### config.mk
export PLATFORM = sky130hd
export DESIGN_NAME = bram_stream_reader_flat
export DESIGN_NICKNAME = d
export VERILOG_FILES = /design/src/rtl/bram_reader_pkg.sv /design/src/rtl/bram_stream_reader_if.sv /design/src/rtl/bram_reader_skid_fifo.sv /design/src/rtl/bram_stream_reader.sv /design/src/flat_wrapper.sv
export SDC_FILE = /design/constraint.sdc
export NUM_CORES = 1
export LEC_CHECK = 0
export BUFFER_PORTS_ARGS = -buffer_cell sky130_fd_sc_hd__buf_2
export CAP_MARGIN = 20
export CORE_MARGIN = 5
export CORE_UTILIZATION = 55
export DETAILED_ROUTE_END_ITERATION = 10
export GPL_TIMING_DRIVEN = 0
export PLACE_DENSITY = 0.78
export SLEW_MARGIN = 20
export SYNTH_ARGS = -nofsm -noshare
export SYNTH_HDL_FRONTEND = slang
export SYNTH_SLANG_ARGS = --single-unit
export TNS_END_PERCENT = 5
### constraint.sdc
create_clock -name clock -period 3.9 [get_ports clock]
set_input_delay 0.39 -clock clock [delete_from_list [all_inputs] [get_ports clock]]
set_output_delay 0.39 -clock clock [all_outputs]
set_load 0.01 [all_outputs]
### src/rtl/bram_reader_pkg.sv
// Shared types and default geometry for the block-RAM stream reader.
package bram_reader_pkg;

  localparam int DEFAULT_WORD_LENGTH   = 16;
  localparam int DEFAULT_ADDRESS_WIDTH = 17;
  localparam int DEFAULT_LAST_ADDRESS  = 125000;

  typedef logic [DEFAULT_WORD_LENGTH-1:0]   word_t;
  typedef logic [DEFAULT_ADDRESS_WIDTH-1:0] address_t;

  typedef enum logic [1:0] {
    IDLE,
    ISSUE,
    DRAIN,
    FINISH
  } reader_state_t;

endpackage

### src/rtl/bram_stream_reader_if.sv
// Valid/ready word stream leaving the reader; master drives data/valid.
interface bram_stream_reader_if
  import bram_reader_pkg::*;
#(
  parameter int WORD_LENGTH = DEFAULT_WORD_LENGTH
);
  logic [WORD_LENGTH-1:0] outData;
  logic                   outValid;
  logic                   outReady;

  modport master (output outData, output outValid, input outReady);
  modport slave  (input outData, input outValid, output outReady);
endinterface

### src/rtl/bram_reader_skid_fifo.sv
// Two-entry first-word-fall-through register buffer; head is always visible.
module bram_reader_skid_fifo #(
  parameter int WIDTH = 16
) (
  input  logic             clock,
  input  logic             reset,
  input  logic             push,
  input  logic [WIDTH-1:0] pushData,
  input  logic             pop,
  output logic [1:0]       count,
  output logic [WIDTH-1:0] headData,
  output logic             headValid
);
  logic [WIDTH-1:0] tailData;

  assign headValid = (count != 2'd0);

  // Head/tail shuffle; a push into a full buffer without a pop cannot occur
  // because the issuer never reserves more than two slots.
  always_ff @(posedge clock) begin
    if (reset) begin
      count    <= 2'd0;
      headData <= '0;
      tailData <= '0;
    end else begin
      case ({push, pop})
        2'b10: begin
          if (count == 2'd0) headData <= pushData;
          else               tailData <= pushData;
          if (count != 2'd2) count <= count + 2'd1;
        end
        2'b01: begin
          if (count == 2'd2) headData <= tailData;
          count <= count - 2'd1;
        end
        2'b11: begin
          if (count == 2'd1) headData <= pushData;
          else if (count == 2'd2) begin
            headData <= tailData;
            tailData <= pushData;
          end
        end
        default: ;
      endcase
    end
  end
endmodule

### src/rtl/bram_stream_reader.sv
// Read-side master for the single-port block RAM: issues sequential reads,
// absorbs the one-cycle RAM latency in a 2-entry buffer and streams words out.
// Optional macro BRAM_READER_WRAP_EN: addresses wrap past LAST_ADDRESS to 0,
// length is clamped to the RAM size and commands are never rejected.
module bram_stream_reader
  import bram_reader_pkg::*;
#(
  parameter int WORD_LENGTH   = DEFAULT_WORD_LENGTH,
  parameter int ADDRESS_WIDTH = DEFAULT_ADDRESS_WIDTH,
  parameter int LAST_ADDRESS  = DEFAULT_LAST_ADDRESS
) (
  input  logic                     clock,
  input  logic                     reset,
  input  logic                     start,
  input  logic [ADDRESS_WIDTH-1:0] baseAddress,
  input  logic [ADDRESS_WIDTH-1:0] length,
  output logic                     busy,
  output logic                     done,
  output logic                     error,
  output logic                     memEnable,
  output logic                     memWriteEnable,
  output logic [ADDRESS_WIDTH-1:0] memAddress,
  input  logic [WORD_LENGTH-1:0]   memDataIn,
  bram_stream_reader_if.master     stream
);
  localparam logic [ADDRESS_WIDTH-1:0] LAST_ADDR = ADDRESS_WIDTH'(LAST_ADDRESS);
  localparam logic [ADDRESS_WIDTH-1:0] ONE       = ADDRESS_WIDTH'(1);

  reader_state_t              state;
  logic [ADDRESS_WIDTH-1:0]   remaining;
  logic                       inflight;
  logic [1:0]                 count;
  logic                       pop;
  logic                       issue;
  logic [2:0]                 occupancy;
  logic [ADDRESS_WIDTH-1:0]   nextAddress;
  logic [ADDRESS_WIDTH-1:0]   startLength;
  logic                       rangeBad;

  assign pop       = stream.outValid && stream.outReady;
  // Slots already claimed once this cycle's pop is accounted for.
  assign occupancy = {1'b0, count} + {2'b00, inflight} - {2'b00, pop};
  // Issue is combinational so a never-stalling consumer sees no bubbles.
  assign issue          = (state == ISSUE) && (occupancy < 3'd2);
  assign memEnable      = issue;
  assign memWriteEnable = 1'b0;

`ifdef BRAM_READER_WRAP_EN
  localparam logic [ADDRESS_WIDTH-1:0] MAX_LENGTH = ADDRESS_WIDTH'(LAST_ADDRESS + 1);
  assign nextAddress = (memAddress == LAST_ADDR) ? '0 : memAddress + ONE;
  assign startLength = (length > MAX_LENGTH) ? MAX_LENGTH : length;
  assign rangeBad    = 1'b0;
`else
  localparam logic [ADDRESS_WIDTH:0] LAST_EXT = (ADDRESS_WIDTH+1)'(LAST_ADDRESS);
  logic [ADDRESS_WIDTH:0] endAddress;
  // One extra bit so base+length cannot wrap before the compare.
  assign endAddress  = {1'b0, baseAddress} + {1'b0, length} - (ADDRESS_WIDTH+1)'(1);
  assign nextAddress = memAddress + ONE;
  assign startLength = length;
  assign rangeBad    = (endAddress > LAST_EXT);
`endif

  // Command FSM with address/remaining counters and registered status pulses.
  always_ff @(posedge clock) begin
    if (reset) begin
      state      <= IDLE;
      memAddress <= '0;
      remaining  <= '0;
      inflight   <= 1'b0;
      busy       <= 1'b0;
      done       <= 1'b0;
      error      <= 1'b0;
    end else begin
      inflight <= issue;
      done     <= 1'b0;
      error    <= 1'b0;
      case (state)
        IDLE: begin
          if (start) begin
            if (startLength == '0) begin
              state <= FINISH;
              busy  <= 1'b1;
              done  <= 1'b1;
            end else if (rangeBad) begin
              error <= 1'b1;
            end else begin
              state      <= ISSUE;
              busy       <= 1'b1;
              memAddress <= baseAddress;
              remaining  <= startLength;
            end
          end
        end
        ISSUE: begin
          if (issue) begin
            memAddress <= nextAddress;
            remaining  <= remaining - ONE;
            if (remaining == ONE) state <= DRAIN;
          end
        end
        DRAIN: begin
          // Nothing in flight and the buffer empties on this edge.
          if (occupancy == 3'd0) begin
            state <= FINISH;
            done  <= 1'b1;
          end
        end
        FINISH: begin
          state <= IDLE;
          busy  <= 1'b0;
        end
        default: state <= IDLE;
      endcase
    end
  end

  bram_reader_skid_fifo #(.WIDTH(WORD_LENGTH)) u_fifo (
    .clock     (clock),
    .reset     (reset),
    .push      (inflight),
    .pushData  (memDataIn),
    .pop       (pop),
    .count     (count),
    .headData  (stream.outData),
    .headValid (stream.outValid)
  );
endmodule

### src/flat_wrapper.sv
// flat-port wrapper written by rule: the top's interface ports become plain ports
module bram_stream_reader_flat import bram_reader_pkg::*;
#(
  parameter int WORD_LENGTH   = DEFAULT_WORD_LENGTH,
  parameter int ADDRESS_WIDTH = DEFAULT_ADDRESS_WIDTH,
  parameter int LAST_ADDRESS  = DEFAULT_LAST_ADDRESS
)
  (clock, reset, start, baseAddress, length, busy, done, error, memEnable, memWriteEnable, memAddress, memDataIn, stream_outData, stream_outValid, stream_outReady);
  bram_stream_reader_if #(.WORD_LENGTH(WORD_LENGTH)) stream_i ();
  input  logic clock;
  input  logic reset;
  input  logic start;
  input  logic [ADDRESS_WIDTH-1:0] baseAddress;
  input  logic [ADDRESS_WIDTH-1:0] length;
  output logic busy;
  output logic done;
  output logic error;
  output logic memEnable;
  output logic memWriteEnable;
  output logic [ADDRESS_WIDTH-1:0] memAddress;
  input  logic [WORD_LENGTH-1:0] memDataIn;
  output wire logic [$bits(stream_i.outData)-1:0] stream_outData;
  output wire logic [$bits(stream_i.outValid)-1:0] stream_outValid;
  input wire logic [$bits(stream_i.outReady)-1:0] stream_outReady;
  assign stream_outData = stream_i.outData;
  assign stream_outValid = stream_i.outValid;
  assign stream_i.outReady = stream_outReady;
  bram_stream_reader #(.WORD_LENGTH(WORD_LENGTH), .ADDRESS_WIDTH(ADDRESS_WIDTH), .LAST_ADDRESS(LAST_ADDRESS)) u_core (.clock(clock), .reset(reset), .start(start), .baseAddress(baseAddress), .length(length), .busy(busy), .done(done), .error(error), .memEnable(memEnable), .memWriteEnable(memWriteEnable), .memAddress(memAddress), .memDataIn(memDataIn), .stream(stream_i));
endmodule
==> run_results.csv <==
group,metric,value,unit
setup_path,cp_num_buf_inv,5,
timing,hold_viol,0,
place,gp_congestion,0.9858,
timing,slew_viol_final,0,
route,drc_errors,0,
setup_path,path_class,"in2reg",
yosys,synth_warnings,0,
yosys,synth-edff-count,0,
setup_path,cp_cell_sequence,"buf_2 > inv_1 > ha_1 > inv_1 > ha_1 > fa_2 > a21o_1 > a221o_2 > mux2i_1 > a2111oi_1 > o221ai_1 > buf_4 > nand4_1 > buf_4 > and4_2 > a31o_2",
yosys,ys_ff_latch,74,
grt,first_global_vias,5778,
yosys,synth.area.top_cells,"dfxtp_1, ha_1, inv_1",
route,num_vias,6504,
setup_path,reg2reg_slack,210,ps
grt,grt-ovfl-total,0,
cells_and_area,n_fill_cell,1001,
grt,grt_util_all_layers,0.2792,
timing,fin_crit_sh,0.9708,
floorplanning,rows,38,
yosys,ys_async_sr_fraction,0,
cells_and_area,fin_area,6870,um^2
route,wirelength,18.61,mm
place,hpwlAfterDp,14.19,mm
timing,final.min_clock_period,3786,ps
setup_path,slowest_stage,"a221o_2",
floorplanning,die_y,114.5,um
grt,grt_start_max_net_pins,13,
setup_path,critPathTopFamily,"compound AO/OA/AOI/OAI gates",
timing,setup_viol,0,
cells_and_area,multi_input_area,3918,um^2
place,postPlaceCellArea,6635,um^2
yosys,synthCells,810,
setup_path,endpoint_kind,"flop",
clock_network,insertion_delay,360,ps
floorplanning,pin_count,93,
route,via_per_inst,6.153,
floorplanning,dieArea,13120,um^2
clock_network,htree_levels,3,
clock_network,cts_tree,"done",
clock_network,cts_inserted_buffers,9,
yosys,synth_flop_cell,"dfxtp_1",
grt,grt_pass1_wl,29.22,mm
route,ant_nets,0,
timing,worst_pin_slew,1046,ps
route,dr.pass1.iters,6,
pwr,p_per_area,670.4,nW/um^2
setup_path,crit_path_start_kind,"input pin",
yosys,ys_seq_area_frac,0.2465,
clock_network,root_buffer,"clkbuf_8",
cells_and_area,nNetsFinal,1015,
setup_path,cp.required,4150,ps
clock_network,clk_path_buf_depth,2,
yosys,synth_fp_nets,913,
timing,fmax,0.2641,GHz
floorplanning,start_util,0.5568,
setup_path,arrival,4040,ps
floorplanning,coreArea,10790,um^2
setup_path,reg2reg_from,"u_core.u_fifo.count[1]$_SDFFE_PP0P_",
outcome,outcome,"complete, no violations",
yosys,synth_cell_types,75,
cells_and_area,drive_gt1_frac,0.1658,
yosys,synth_top_area_frac,0.2465,
route,detail_route.iter0.violations,656,
timing,finalSetupTns,0,ps
worst_hold_path,hold_path_depth,3,
timing,fin_skew,10.72,ps
floorplanning,die_width,114.5,um
worst_hold_path,min_from,"memDataIn[7]",
yosys,yosysTopAreaCell,"dfxtp_1",
setup_path,worst-r2r-cell-count,14,
setup_path,timing.rr.end,"u_core.memAddress[13]$_SDFFE_PP0P_",
setup_path,max_stage_delay,420,ps
worst_hold_path,hp-class,"in2reg",
setup_path,path_max_fanout,10,
cells_and_area,regArea,1481,um^2
grt,antenna_found_initial,0,
place,port_buffers,90,
cells_and_area,area.growth.synth_to_final,14.32,%
clock_network,path_clk_slew,80,ps
clock_network,cts.sinks,74,
pwr,cellLeakagePower,3.030,nW
clock_network,postCtsHoldBufs,0,
timing,slew-limit-headroom,0.2963,
yosys,syn_area_per_cell,7.419,um^2
cells_and_area,diodes,0,
pwr,ir_worst_vdd,0.3961,mV
run,max_cap_violations,0,
worst_hold_path,holdPathEnd,"u_core.u_fifo.headData[7]$_SDFFE_PP0P_",
yosys,synth_area,6010,um^2
route,routedWlPerCell,17.61,um
==> logic make-up (layout without fill, tap and decap cells) <==
kind of cell             Yosys count  in the layout  share of synthesized area
AO/OA/AOI/OAI                    237            237                     0.2721
XOR/XNOR                          12             12                    0.01749
adder cells (fa/ha/maj)           49             49                     0.1045
buffers and inverters            158            265                     0.1066
flip-flops                        74             74                     0.2465
multiplexers                      29             29                    0.04914
other                              1              1                  0.0006240
AND/OR/NAND/NOR                  250            250                     0.2030
==> synth_stat cells, types with 8 or more instances <==
| cell type | number |
|---|---|
| dfxtp_1 | 74 |
| clkbuf_1 | 31 |
| nand2_1 | 65 |
| xnor2_1 | 10 |
| mux2i_1 | 25 |
| ha_1 | 47 |
| nor3_1 | 17 |
| nand3_1 | 23 |
| inv_1 | 112 |
| a31oi_1 | 13 |
| o31ai_1 | 18 |
| o22ai_1 | 21 |
| o21ai_0 | 30 |
| a21o_1 | 9 |
| a211oi_1 | 27 |
| o311ai_0 | 8 |
| nor4_1 | 11 |
| nor2_1 | 76 |
| a21oi_1 | 50 |
==> state kept, by name, indices dropped and copies added (netlist names) <==
signal,cells
u_core.memAddress,17
u_core.busy,1
u_core.done,1
u_core.u_fifo.count,2
u_core.state,2
u_core.error,1
u_core.u_fifo.headData,16
u_core.u_fifo.tailData,16
u_core.inflight,1
u_core.remaining,17
==> report_power, final <==
group          total (mW)  leakage, nW  switching, mW  internal (mW)
logic                2.77         2.33           1.71           1.06
clock network       0.613       0.0966          0.299          0.314
registers            1.22        0.603          0.235          0.987
total                4.61         3.03           2.24           2.37
==> tightest hold or removal path, cell delays in order <==
cell and delay [ps]:
buf_2 110, nand2_1 50, a211oi_1 50
==> placed cells by master, fill, tap and decap left out, types with 22 or more instances in the layout <==
cell type	n
ha_1	47
nand2_1	64
nand3_1	22
a21oi_1	49
a211oi_1	27
mux2i_1	25
inv_1	112
o21ai_0	30
clkbuf_1	32
dfxtp_1	74
nor2_1	76
buf_2	96
==> timing repair <==
action / CTS / global route
endpoints found under the setup margin: 0 / 33
gates resized for setup: 0 / 15
buffers inserted: 0 / 1
==> cell type report <==
cell class | count | share of cell area
Multi-Input combinational cell | 578 | 0.5702
Sequential cell | 74 | 0.2156
Timing Repair Buffer | 91 | 0.06665
Inverter | 112 | 0.06119
Buffer | 46 | 0.03223
Tap cell | 140 | 0.02550
Clock buffer | 12 | 0.02113
Clock inverter | 4 | 0.007467
==> per-stage QoR <==
stage / cells / utilization / power [mW] / worst slack [ps] / hold WS, ps
detailed placement: 1040 / 0.6148 / 3.890 / -314.0 / 483.4
finish: 1057 / 0.6366 / 4.606 / 113.7 / 271.3
global route: 1057 / 0.6366 / 4.930 / -12.02 / 271.2
floorplan: 810 / - / 3.153 / 250.3 / 460.4
global placement: 1040 / 0.6148 / 3.853 / -341.9 / 471.5
CTS: 1056 / 0.6330 / 4.513 / 25.04 / 258.8
==> metal layers <==
metal | track usage | share of wire | vias to the layer above | routed length [um]
li1 | - | - | 3127 | -
met2 | 0.4183 | 0.43 | 334 | 7983
met4 | 0.1116 | 0.038 | 0 | 710
met1 | 0.3838 | 0.43 | 2980 | 8090
met5 | 0 | 0 | - | 0
met3 | 0.06871 | 0.098 | 63 | 1829
==> how the worst max path moves through the flow <==
stage | start | to | cells after the start
floorplan | baseAddress[1] | u_core.memAddress[6]$_SDFFE_PP0P_ | 15
global placement | length[1] | u_core.memAddress[6]$_SDFFE_PP0P_ | 16
detailed placement | length[1] | u_core.memAddress[4]$_SDFFE_PP0P_ | 16
CTS | u_core.u_fifo.count[1]$_SDFFE_PP0P_ | u_core.memAddress[1]$_SDFFE_PP0P_ | 14
global route | u_core.u_fifo.count[1]$_SDFFE_PP0P_ | u_core.memAddress[13]$_SDFFE_PP0P_ | 14
finish | length[1] | u_core.remaining[6]$_SDFFE_PP0P_ | 16
Note: power is estimated with default switching activity, not from simulation.
